## src/rtl/cpu_defs.sv

```systemverilog
// Shared CPU definitions: datapath width, opcode field slice, halt opcode,
// bubble encoding, exception vector and fetch FSM state encodings.
package cpu_defs;
  localparam int          BIT_WIDTH  = 32;
  localparam int          OP_MSB     = 31;
  localparam int          OP_LSB     = 26;
  localparam logic [5:0]  HLT_OPCODE = 6'h3F;
  localparam logic [31:0] NOP_INST   = 32'h0000_0000;
  localparam int          EXC_VECTOR = 254;

  typedef enum logic {
    RUN    = 1'b0,
    HALTED = 1'b1
  } fetch_state_e;
endpackage

```

## src/rtl/ifid_reg.sv

```systemverilog
// IF/ID pipeline register: holds (valid, pc, inst).
//  clk, rst      : clock, async active-high reset
//  load_i        : capture pc_i/inst_i as a valid instruction
//  flush_i       : insert a bubble (wins over load_i)
//  pc_i, inst_i  : incoming fetch
//  valid_o, pc_o, inst_o : registered contents
// With neither load_i nor flush_i the contents hold (stall).
module ifid_reg
  import cpu_defs::*;
#(
  parameter int          W   = BIT_WIDTH,
  parameter logic [31:0] NOP = NOP_INST
) (
  input  logic         clk,
  input  logic         rst,
  input  logic         load_i,
  input  logic         flush_i,
  input  logic [W-1:0] pc_i,
  input  logic [W-1:0] inst_i,
  output logic         valid_o,
  output logic [W-1:0] pc_o,
  output logic [W-1:0] inst_o
);
  logic         valid_q;
  logic [W-1:0] pc_q, inst_q;

  always_ff @(posedge clk or posedge rst) begin
    if (rst) begin
      valid_q <= 1'b0;
      pc_q    <= '0;
      inst_q  <= W'(NOP);
    end else if (flush_i) begin
      valid_q <= 1'b0;
      pc_q    <= '0;
      inst_q  <= W'(NOP);
    end else if (load_i) begin
      valid_q <= 1'b1;
      pc_q    <= pc_i;
      inst_q  <= inst_i;
    end
  end

  assign valid_o = valid_q;
  assign pc_o    = pc_q;
  assign inst_o  = inst_q;
endmodule

```

## src/rtl/fetch_stage.sv

```systemverilog
// IF stage: owns the word PC, drives the combinational IM, fills IF/ID.
// Handles stalls, EX redirects, hlt detection and out-of-range fetch traps.
//  clk, rst                         : clock, async active-high reset
//  stall                            : hold PC, IF/ID, FSM and count
//  redirect_valid, redirect_target  : taken branch/jump from EX (beats stall)
//  im_addr / im_data                : IM address (= PC) and same-cycle data
//  ifid_pc, ifid_inst, ifid_valid   : IF/ID register contents
//  halted                           : FSM is in HALTED
//  exc_oob                          : one-cycle pulse after an out-of-range fetch
//  fetch_count                      : instructions accepted into IF/ID (wraps)
module fetch_stage
  import cpu_defs::*;
#(
  parameter int bit_width  = BIT_WIDTH,
  parameter int IM_DEPTH   = 1024,
  parameter int RESET_PC   = 0,
  parameter int EXC_VEC    = EXC_VECTOR
) (
  input  logic                 clk,
  input  logic                 rst,
  input  logic                 stall,
  input  logic                 redirect_valid,
  input  logic [bit_width-1:0] redirect_target,
  output logic [bit_width-1:0] im_addr,
  input  logic [bit_width-1:0] im_data,
  output logic [bit_width-1:0] ifid_pc,
  output logic [bit_width-1:0] ifid_inst,
  output logic                 ifid_valid,
  output logic                 halted,
  output logic                 exc_oob,
  output logic [bit_width-1:0] fetch_count
);
  localparam logic [bit_width-1:0] DEPTH_W = bit_width'(IM_DEPTH);
  localparam logic [bit_width-1:0] RST_PC  = bit_width'(RESET_PC);
  localparam logic [bit_width-1:0] EXC_PC  = bit_width'(EXC_VEC);
  localparam logic [bit_width-1:0] ONE     = bit_width'(1);

  fetch_state_e         state_q, state_d;
  logic [bit_width-1:0] pc_q, pc_d, cnt_q, cnt_d;
  logic                 exc_q, exc_d;
  logic                 oob, is_hlt, ifid_load, ifid_flush;

  // Full-width compare: a PC past the IM must trap, not alias via addr[9:0].
  assign oob    = (pc_q >= DEPTH_W);
  assign is_hlt = (im_data[OP_MSB:OP_LSB] == HLT_OPCODE);

  always_comb begin
    state_d    = state_q;
    pc_d       = pc_q;
    cnt_d      = cnt_q;
    exc_d      = 1'b0;
    ifid_load  = 1'b0;
    ifid_flush = 1'b0;
    if (redirect_valid) begin
      // Also cancels a hlt fetched down the wrong path.
      pc_d       = redirect_target;
      state_d    = RUN;
      ifid_flush = 1'b1;
    end else if (!stall) begin
      if (state_q == HALTED) begin
        ifid_flush = 1'b1;
      end else if (oob) begin
        pc_d       = EXC_PC;
        exc_d      = 1'b1;
        ifid_flush = 1'b1;
      end else begin
        ifid_load = 1'b1;
        cnt_d     = cnt_q + ONE;
        if (is_hlt) state_d = HALTED;  // PC parks on the hlt
        else        pc_d    = pc_q + ONE;
      end
    end
  end

  always_ff @(posedge clk or posedge rst) begin
    if (rst) begin
      state_q <= RUN;
      pc_q    <= RST_PC;
      cnt_q   <= '0;
      exc_q   <= 1'b0;
    end else begin
      state_q <= state_d;
      pc_q    <= pc_d;
      cnt_q   <= cnt_d;
      exc_q   <= exc_d;
    end
  end

  ifid_reg #(.W(bit_width), .NOP(NOP_INST)) u_ifid (
    .clk     (clk),
    .rst     (rst),
    .load_i  (ifid_load),
    .flush_i (ifid_flush),
    .pc_i    (pc_q),
    .inst_i  (im_data),
    .valid_o (ifid_valid),
    .pc_o    (ifid_pc),
    .inst_o  (ifid_inst)
  );

  assign im_addr     = pc_q;
  assign halted      = (state_q == HALTED);
  assign exc_oob     = exc_q;
  assign fetch_count = cnt_q;
endmodule

```

## config.mk

```make
export PLATFORM = sky130hd
export DESIGN_NAME = fetch_stage
export DESIGN_NICKNAME = d
export VERILOG_FILES = /design/src/rtl/cpu_defs.sv /design/src/rtl/ifid_reg.sv /design/src/rtl/fetch_stage.sv
export SDC_FILE = /design/constraint.sdc
export NUM_CORES = 1
export LEC_CHECK = 0
export CORE_UTILIZATION = 43
export DETAILED_ROUTE_END_ITERATION = 8
export GPL_TIMING_DRIVEN = 0
export PLACE_DENSITY = 0.76
export SLEW_MARGIN = 40
export SYNTH_ARGS = -nofsm -noshare
export SYNTH_HDL_FRONTEND = slang
export SYNTH_HIERARCHICAL = 1
export SYNTH_SLANG_ARGS = --single-unit
```

## constraint.sdc

```tcl
create_clock -name clk -period 4.3 [get_ports clk]
set_clock_uncertainty 0.2 [all_clocks]
set_input_delay 0.43 -clock clk [delete_from_list [all_inputs] [get_ports clk]]
set_output_delay 0.43 -clock clk [all_outputs]
set_load 0.01 [all_outputs]
```

After elaboration in Yosys (flattened, before gate mapping). Index checks and enable logic that the tools add are counted.

Output and inout port bits: 131. Bits in registers: 131. Memories kept: 0. ROM bits: 0. Bits in latches: 0. Bits in writable memories: 0.

Div/mod/pow operators: 0. $lt $le $gt $ge: 1. Eq/ne operators: 4. Multiplexer cells: 27. Reductions and logical operators: 3. Shift operators: 0. Add/subtract/negate cells: 2. Multipliers: 0. Bitwise operators: 4.

Operators with widths (number): $mux W32 (9); $add A32 B1 Y32 const B (2); $ge A32 B11 Y1 const B (1); $mux W1 (18); $eq A6 B6 Y1 const B (1); $not A1 Y1 (4); $reduce_and A4 Y1 (1); $ne A3 B3 Y1 const B (1); $reduce_and A3 Y1 (1); $ne A2 B1 Y1 const B (1); $ne A2 B2 Y1 const B (1); $reduce_bool A2 Y1 (1).

Logic depth before layout (Yosys ltp). Gate-level depths: netlist of run 1.

Word-level depth: 7. Gate-level depth with buffers: 9. Mapped depth without buffers: 6.

Hierarchy. The synthesis of run 1 kept the hierarchy.

Modules (own cells, without submodules): fetch_stage (instances 1, area an instance 3233.1 µm², cells each 308); ifid_reg (instances 1, area an instance 2640.0 µm², cells each 210).

Worst setup path after synthesis of run 1. No wires, ideal clock.

Path kind: reg2reg. Start: register pc_q[16] (netlist: im_addr[16]). End: register u_ifid.pc_q[5] (netlist: u_ifid/pc_o[5]). Stages on the path, launching flop included: 8. Required time: 3.968 ns. Setup slack: 1.872 ns. Clock period less this slack: 2.428 ns. Arrival: 2.096 ns. Library setup time: 0.132 ns. Path buffers: 2. Cell sequence: dfrtp_1 > nor4_1 > nand4_1 > nor3_2 > buf_6 > buf_8 > mux2i_1 > nor2_1.

Longest elaborated chain between the ends: 6.

Ends and longest elaborated chain: start: declaration (RTL line fetch_stage.sv:39) `logic [bit_width-1:0] pc_q, pc_d, cnt_q, cnt_d;`; start signal: assignment (RTL line fetch_stage.sv:83) `pc_q <= pc_d;`; $ge A32 B11 Y1 (RTL line fetch_stage.sv:44) `assign oob = (pc_q >= DEPTH_W);`; $mux W1 (RTL line fetch_stage.sv:62) `end else if (oob) begin`; $mux W1 (RTL line fetch_stage.sv:60) `if (state_q == HALTED) begin`; $mux W1 (RTL line fetch_stage.sv:59) `end else if (!stall) begin`; $mux W1 (RTL line fetch_stage.sv:54) `if (redirect_valid) begin`; net ifid_load (RTL line fetch_stage.sv:41) `logic oob, is_hlt, ifid_load, ifid_flush;`; $reduce_bool A2 Y1 (no line); end signal: assignment (RTL line ifid_reg.sv:38) `pc_q <= pc_i;`; end: declaration (RTL line ifid_reg.sv:25) `logic [W-1:0] pc_q, inst_q;`.

The timed path passes the listed nets, and every way through them passes these cells. A chain may end at the register's enable or synchronous reset.

Final worst setup path of run 1.
Start: register pc_q[22] (netlist: im_addr[22]). End: register u_ifid.pc_q[7] (netlist: u_ifid/pc_o[7]).

Same word-level chain as after synthesis.

==> results.sh, run 1 <==
export IMPL_outcome="completed"
export IMPL_async_flop_share_pct=100
export IMPL_grt_busiest_layer="met2"
export IMPL_dr_total_vias=4915
export IMPL_num_rows=42
export IMPL_peakVddDrop_uv=189
export IMPL_crit_slowest_cell="nor3_4"
export IMPL_met2_usage_pct=39.9
export IMPL_p_per_area_mw_per_mm2=338
export IMPL_min_period_ns=3.00
export IMPL_boundaryPins=199
export IMPL_syn_inst=518
export IMPL_htreeDepth=4
export IMPL_worst_slew_pin_slew_ns=0.605
export IMPL_switching_share_pct=22.2
export IMPL_die_w_um=119
export IMPL_seq_power_share_pct=44.2
export IMPL_fp_dieH_um=119
export IMPL_start_kind="flip-flop"
export IMPL_core_area_mm2=0.0133
export IMPL_grt_usage_pct=25.1
export IMPL_dr_first_iter_drc_count=360
export IMPL_endpoint_kind="flip-flop"
export IMPL_post_route_period_util_pct=69.8
export IMPL_die_area_mm2=0.0141
export IMPL_grt_use_met1_pct=30.6
export IMPL_ys_seq_area_share_pct=55.8
export IMPL_final_cell_area_mm2=0.00868
export IMPL_r2r_slack_ns=1.30
export IMPL_finalHoldViolCount=0
export IMPL_relSlewSlack_pct=59.4
export IMPL_syn_area_per_cell_um2=11.3
export IMPL_drc=0
export IMPL_clock_path_buffers=2
export IMPL_grt_first_pass_wirelength_um=27100
export IMPL_grt_antenna_before_repair=0
export IMPL_p_int_w=0.00228
export IMPL_fillers=1044
export IMPL_multi_input_area_mm2=0.00238
export IMPL_fmax_ghz=0.333
export IMPL_path_max_fanout=10
export IMPL_final_cell_mix="clkdlybuf4s50_1, dfrtp_1, nor2_1"
export IMPL_wl_per_cell_um=18.0
export IMPL_clkPwrFrac_pct=47.4
export IMPL_final_util_pct=65.3
export IMPL_worstSkewPairLatency_ns=0.42
export IMPL_overflow=0
export IMPL_cp_top_family="simple AND/OR/NAND/NOR gates"
export IMPL_tns_ns=0
export IMPL_synthFlopType="dfrtp_1"
export IMPL_cts_clk_slew_worst_paths_ns=0.05
export IMPL_drt_pass1_iter_count=4
export IMPL_totalWireLength_um=16600
export IMPL_post_cts_resized=0
export IMPL_yosysWarnings=6
export IMPL_ys_top_cells_by_area="dfrtp_1, mux2i_1, nor2_1"
export IMPL_grt_max_degree=42
export IMPL_p_leak_nw=3.58
export IMPL_regArea_mm2=0.00328
export IMPL_synth_top_area_share_pct=55.8
export IMPL_cp_depth=7
export IMPL_worstSetupStartpoint="im_addr[22]$_DFFE_PP0P_"
export IMPL_path_buf_inv=2
export IMPL_diodes=0
export IMPL_syn_area_mm2=0.00587
export IMPL_cts_hold_buffers=0
export IMPL_path_cells="nor4_1 -> nand4_1 -> nor3_4 -> buf_6 -> buf_8 -> mux2i_1 -> nor2_1"
export IMPL_synth_edff_count=0
export IMPL_dp_hpwl_um=12300
export IMPL_rr_endpoint="u_ifid/pc_o[7]$_DFFE_PP0P_"
export IMPL_cts_root_buf="clkbuf_16"
export IMPL_io_buffers=197
export IMPL_r2r_cells=7
export IMPL_worst_endpoint_required_ns=4.38
export IMPL_syn_num_nets=589
export IMPL_tritoncts="built"
export IMPL_clock_sinks=131
export IMPL_path_class="reg -> reg"
export IMPL_post_cts_buffers=0
export IMPL_setup_viol=0
export IMPL_finalNetCount=807
export IMPL_ys_seq_elements=131
export IMPL_power_frac_comb_pct=8.4
export IMPL_antenna_left=0
export IMPL_timing_rr_start="im_addr[22]$_DFFE_PP0P_"
export IMPL_crit_path_max_incr_delay_ns=0.60
export IMPL_hold_class="in -> async"
export IMPL_drive_above_1_share_pct=7.35
export IMPL_maxSlewViolCount=0
export IMPL_cts_buffers_inserted=17
export IMPL_gp_congestion=0.854
export IMPL_layout_commonest_cell="clkdlybuf4s50_1"
export IMPL_start_util_pct=44.2
export IMPL_routed_via_density=5.32
export IMPL_endpoint="u_ifid/pc_o[7]$_DFFE_PP0P_"
export IMPL_grtUsageMet3_pct=8.96
export IMPL_grt_pass1_vias=5151
export IMPL_maxCapViolations=0
export IMPL_cp_arrival_ns=3.08
export IMPL_rsz0062_at_grt="false"
export IMPL_p_sw_w=0.000653
export IMPL_placed_area_mm2=0.00811
export IMPL_synth_top_cell_by_area="dfrtp_1"
export IMPL_ys_types=51
export IMPL_synthToLayoutAreaGrowth_pct=47.8
==> synth_stat cells (2+ instances only) <==
library cell and number:
mux2i_1 64, nor4_1 9, a22o_1 20, o22a_1 6, inv_1 17, xnor2_1 13
clkbuf_1 11, a21oi_1 7, o22ai_1 3, o221a_2 2, and4_1 3, nor2_1 90
nor3_1 17, o31a_1 2, dfrtp_1 131, nor4_4 2, nand2b_1 4, and2_1 2
ha_1 3, o21ai_0 2, xor2_1 18, nand4_1 12, nand2_1 24, buf_8 5
nand3_1 20, buf_2 4, nor4_2 3
==> stage by stage <==
stage / worst slack [ns] / hold slack, ns / std cells / total power (W)
floorplan: 1.87 / 0.304 / 518 / 0.00141
global placement: 0.870 / 0.255 / 891 / 0.00155
detailed placement: 1.13 / 0.276 / 893 / 0.00156
CTS: 1.11 / 0.208 / 924 / 0.00297
global route: 1.15 / 0.252 / 924 / 0.00305
finish: 1.30 / 0.215 / 924 / 0.00294
==> routing by layer <==
layer,part of all wire [%],vias up,routed length [um]
met5,0,-,0
met4,2.4,0,397
met3,9.0,31,1510
met2,48,198,8000
met1,40,2419,6730
li1,-,2267,-
==> flip-flops by register name, indices dropped and copies added (netlist names) <==
signal          flops
im_addr            32
halted              1
fetch_count        32
u_ifid/valid_o      1
u_ifid/inst_o      32
u_ifid/pc_o        32
exc_oob             1
==> worst register-to-register path: stages (launching register included) <==
cell	delay [ns]
dfrtp_1	0.44
nor4_1	0.45
nand4_1	0.42
nor3_4	0.60
buf_6	0.27
buf_8	0.18
mux2i_1	0.25
nor2_1	0.06
==> logic make-up after synthesis <==
group | Yosys count | share of synthesized area [%]
compound gates | 52 | 7.18
xor+xnor | 31 | 4.62
fa+ha+maj | 3 | 0.639
buf+inv | 39 | 3.73
flops | 131 | 55.8
mux | 65 | 11.1
simple gates | 197 | 16.9
==> cell type report <==
class                   count  area share, %
plain buffers              22           1.79
flip-flops and latches    131           37.8
multi-input cells         348           27.4
repair buffers            199           23.2
clock buffers              27           5.68
well taps                 176           2.54
inverters                  17          0.793
clock inverters             4          0.836
==> worst min path at each step <==
stage                                startpoint  cells past startpoint  slack [ns]                           to
finish                                      rst                      2        0.22  u_ifid/pc_o[25]$_DFFE_PP0P_
floorplan           fetch_count[31]$_DFFE_PP0P_                      1        0.30  fetch_count[31]$_DFFE_PP0P_
global route                                rst                      2        0.25  u_ifid/pc_o[31]$_DFFE_PP0P_
detailed placement  fetch_count[31]$_DFFE_PP0P_                      1        0.28  fetch_count[31]$_DFFE_PP0P_
CTS                                         rst                      2        0.21  u_ifid/pc_o[25]$_DFFE_PP0P_
global placement    fetch_count[31]$_DFFE_PP0P_                      1        0.25  fetch_count[31]$_DFFE_PP0P_
==> power groups by stage <==
stage | sequential (W) | clock [W] | combinational (W)
finish | 0.00130 | 0.00139 | 0.000245
detailed placement | 0.00132 | 0 | 0.000246
floorplan | 0.00132 | 0 | 0.0000893
global route | 0.00130 | 0.00149 | 0.000266
CTS | 0.00130 | 0.00142 | 0.000247
global placement | 0.00132 | 0 | 0.000236
(Power assumes the default switching activity.)
==> run 2, diff against run 1 <==
clock period = 2.9 ns   (was 4.3 ns; I/O delays follow)
==> run 2 against run 1 <==
Critical path depth up 2. Total power is 48% higher. Sequential share of layout area fell by 0.12 points. Register-to-register slack got worse by 1.1 ns. Sequential cell count unchanged. Hold slack got worse by 0.14 ns. Wire length rose by 0.71%. Final cell count up 0.22%. Non-clock buffer count increased by 2. Clock-buffer cell count stayed put. Core utilization up 0.22 points.
==> results.sh, run 2 (synthesis gave the netlist of run 1 again) <==
export IMPL_outcome="completed"
export IMPL_p_per_area_mw_per_mm2=500
export IMPL_maxCapViolations=0
export IMPL_overflow=0
export IMPL_totalWireLength_um=16800
export IMPL_num_rows=42
export IMPL_drt_pass1_iter_count=4
export IMPL_top_layer="met4"
export IMPL_routed_via_density=5.34
export IMPL_p_leak_nw=3.59
export IMPL_worst_slack_ns=0.166
export IMPL_whs_ns=0.0739
export IMPL_die_w_um=119
export IMPL_start_util_pct=44.2
export IMPL_worstSkewPairLatency_ns=0.42
export IMPL_final_util_pct=65.5
export IMPL_cts_root_buf="clkbuf_16"
export IMPL_grt_pass1_vias=5162
export IMPL_path_class="reg -> reg"
export IMPL_hold_class="in -> async"
export IMPL_worst_slew_pin_slew_ns=0.596
export IMPL_grt_max_degree=42
export IMPL_wl_per_cell_um=18.1
export IMPL_drive_above_1_share_pct=8.00
export IMPL_dr_total_vias=4949
export IMPL_wl_met2_um=8120
export IMPL_htreeDepth=4
export IMPL_core_area_mm2=0.0133
export IMPL_maxSlewViolCount=0
export IMPL_dp_worst_setup_slack_ns=-0.275
export IMPL_tritoncts="built"
export IMPL_r2r_cells=9
export IMPL_endpoint_kind="flip-flop"
export IMPL_dr_first_iter_drc_count=357
export IMPL_final_cell_area_mm2=0.00871
export IMPL_gp_congestion=0.854
export IMPL_cts_buffers_inserted=17
export IMPL_boundaryPins=199
export IMPL_diodes=0
export IMPL_start_kind="flip-flop"
export IMPL_io_buffers=197
export IMPL_fmax_ghz=0.366
export IMPL_setup_viol=0
export IMPL_fillers=1042
export IMPL_grt_first_pass_wirelength_um=27200
export IMPL_clock_path_buffers=2
export IMPL_tns_ns=0
export IMPL_path_max_fanout=10
export IMPL_rsz0062_at_grt="false"
export IMPL_clock_sinks=131
export IMPL_met1_length_um=6740
export IMPL_finalNetCount=809
export IMPL_cp_arrival_ns=2.81
export IMPL_synthToLayoutAreaGrowth_pct=48.3
export IMPL_layout_commonest_cell="clkdlybuf4s50_1"
export IMPL_finalHoldViolCount=0
export IMPL_grt_antenna_before_repair=0
export IMPL_relSlewSlack_pct=59.9
export IMPL_die_area_mm2=0.0141
export IMPL_post_route_period_util_pct=94.3
export IMPL_worst_endpoint_required_ns=2.98
export IMPL_cts_clk_slew_worst_paths_ns=0.05
export IMPL_met3_length_um=1510
export IMPL_antenna_left=0
export IMPL_peakVddDrop_uv=280
export IMPL_drc=0
export IMPL_dp_hpwl_um=12300
export IMPL_placed_area_mm2=0.00811
export IMPL_grt_usage_pct=25.2
export IMPL_final_cell_mix="clkdlybuf4s50_1, dfrtp_1, nor2_1"
export IMPL_fp_dieH_um=119
export IMPL_min_period_ns=2.73
==> run 2: cell types whose count changed in the layout (fill, tap and decap cells not counted), sizes merged <==
cell	delta
buf	+2
==> run 2: path summary, 6_finish.rpt <==
kind,to,from,slack [ns]
setup / recovery,u_ifid/pc_o[10]$_DFFE_PP0P_,im_addr[16]$_DFFE_PP0P_,0.17
hold / removal,u_ifid/pc_o[25]$_DFFE_PP0P_,rst,0.07
setup reg to reg,u_ifid/pc_o[10]$_DFFE_PP0P_,im_addr[16]$_DFFE_PP0P_,0.17
hold reg to reg,fetch_count[31]$_DFFE_PP0P_,fetch_count[31]$_DFFE_PP0P_,0.28
max in group asynchronous,fetch_count[17]$_DFFE_PP0P_,rst,1.85
min in group clk,fetch_count[31]$_DFFE_PP0P_,fetch_count[31]$_DFFE_PP0P_,0.28
==> run 2: layout make-up <==
| type | instances | area, um2 | share of cell area, % |
|---|---|---|---|
| sequential | 131 | 3280 | 37.6 |
| multi-input combinational | 348 | 2390 | 27.5 |
| timing repair buffer | 201 | 2030 | 23.3 |
| clock buffer | 27 | 493 | 5.66 |
| tap | 176 | 220 | 2.53 |
| buffer | 22 | 158 | 1.81 |
| clock inverter | 4 | 72.6 | 0.833 |
| inverter | 17 | 68.8 | 0.790 |
==> run 2: routing by layer <==
metal  vias up  global-route usage (%)
li1       2268                       -
met1      2437                    30.9
met2       217                    40.0
met3        27                    8.96
met4         0                    11.6
met5         -                       0
==> run 2: power by group <==
group | leakage [nW] | total, W | internal [W] | switching (W)
clock | 0.272 | 0.00206 | 0.00133 | 0.000736
sequential | 1.73 | 0.00193 | 0.00186 | 0.0000620
combinational | 1.59 | 0.000367 | 0.000197 | 0.000170
==> run 2: what timing repair did <==
action                                  CTS  global route
pin swaps                                 1             0
gates resized for setup                   1             6
hold buffers                              0             0
endpoints found under the setup margin   65            49
setup buffers                             2             0
==> run 2: worst max-delay path, stage by stage (launching register included) <==
cell      delay (ns)
dfrtp_1         0.45
nor4_1          0.11
and4_1          0.22
buf_2           0.19
nand2_1         0.16
nor2_1          0.05
o21ai_0         0.38
buf_2           0.31
clkbuf_1        0.42
nor2_1          0.11
==> run 2: stage by stage <==
| step | power (W) | std cells |
|---|---|---|
| 2_1_floorplan | 0.00208 | 518 |
| 3_3_place_gp | 0.00230 | 891 |
| 3_5_place_dp | 0.00232 | 893 |
| 4_1_cts | 0.00440 | 926 |
| 5_1_grt | 0.00453 | 926 |
| 6_report | 0.00436 | 926 |
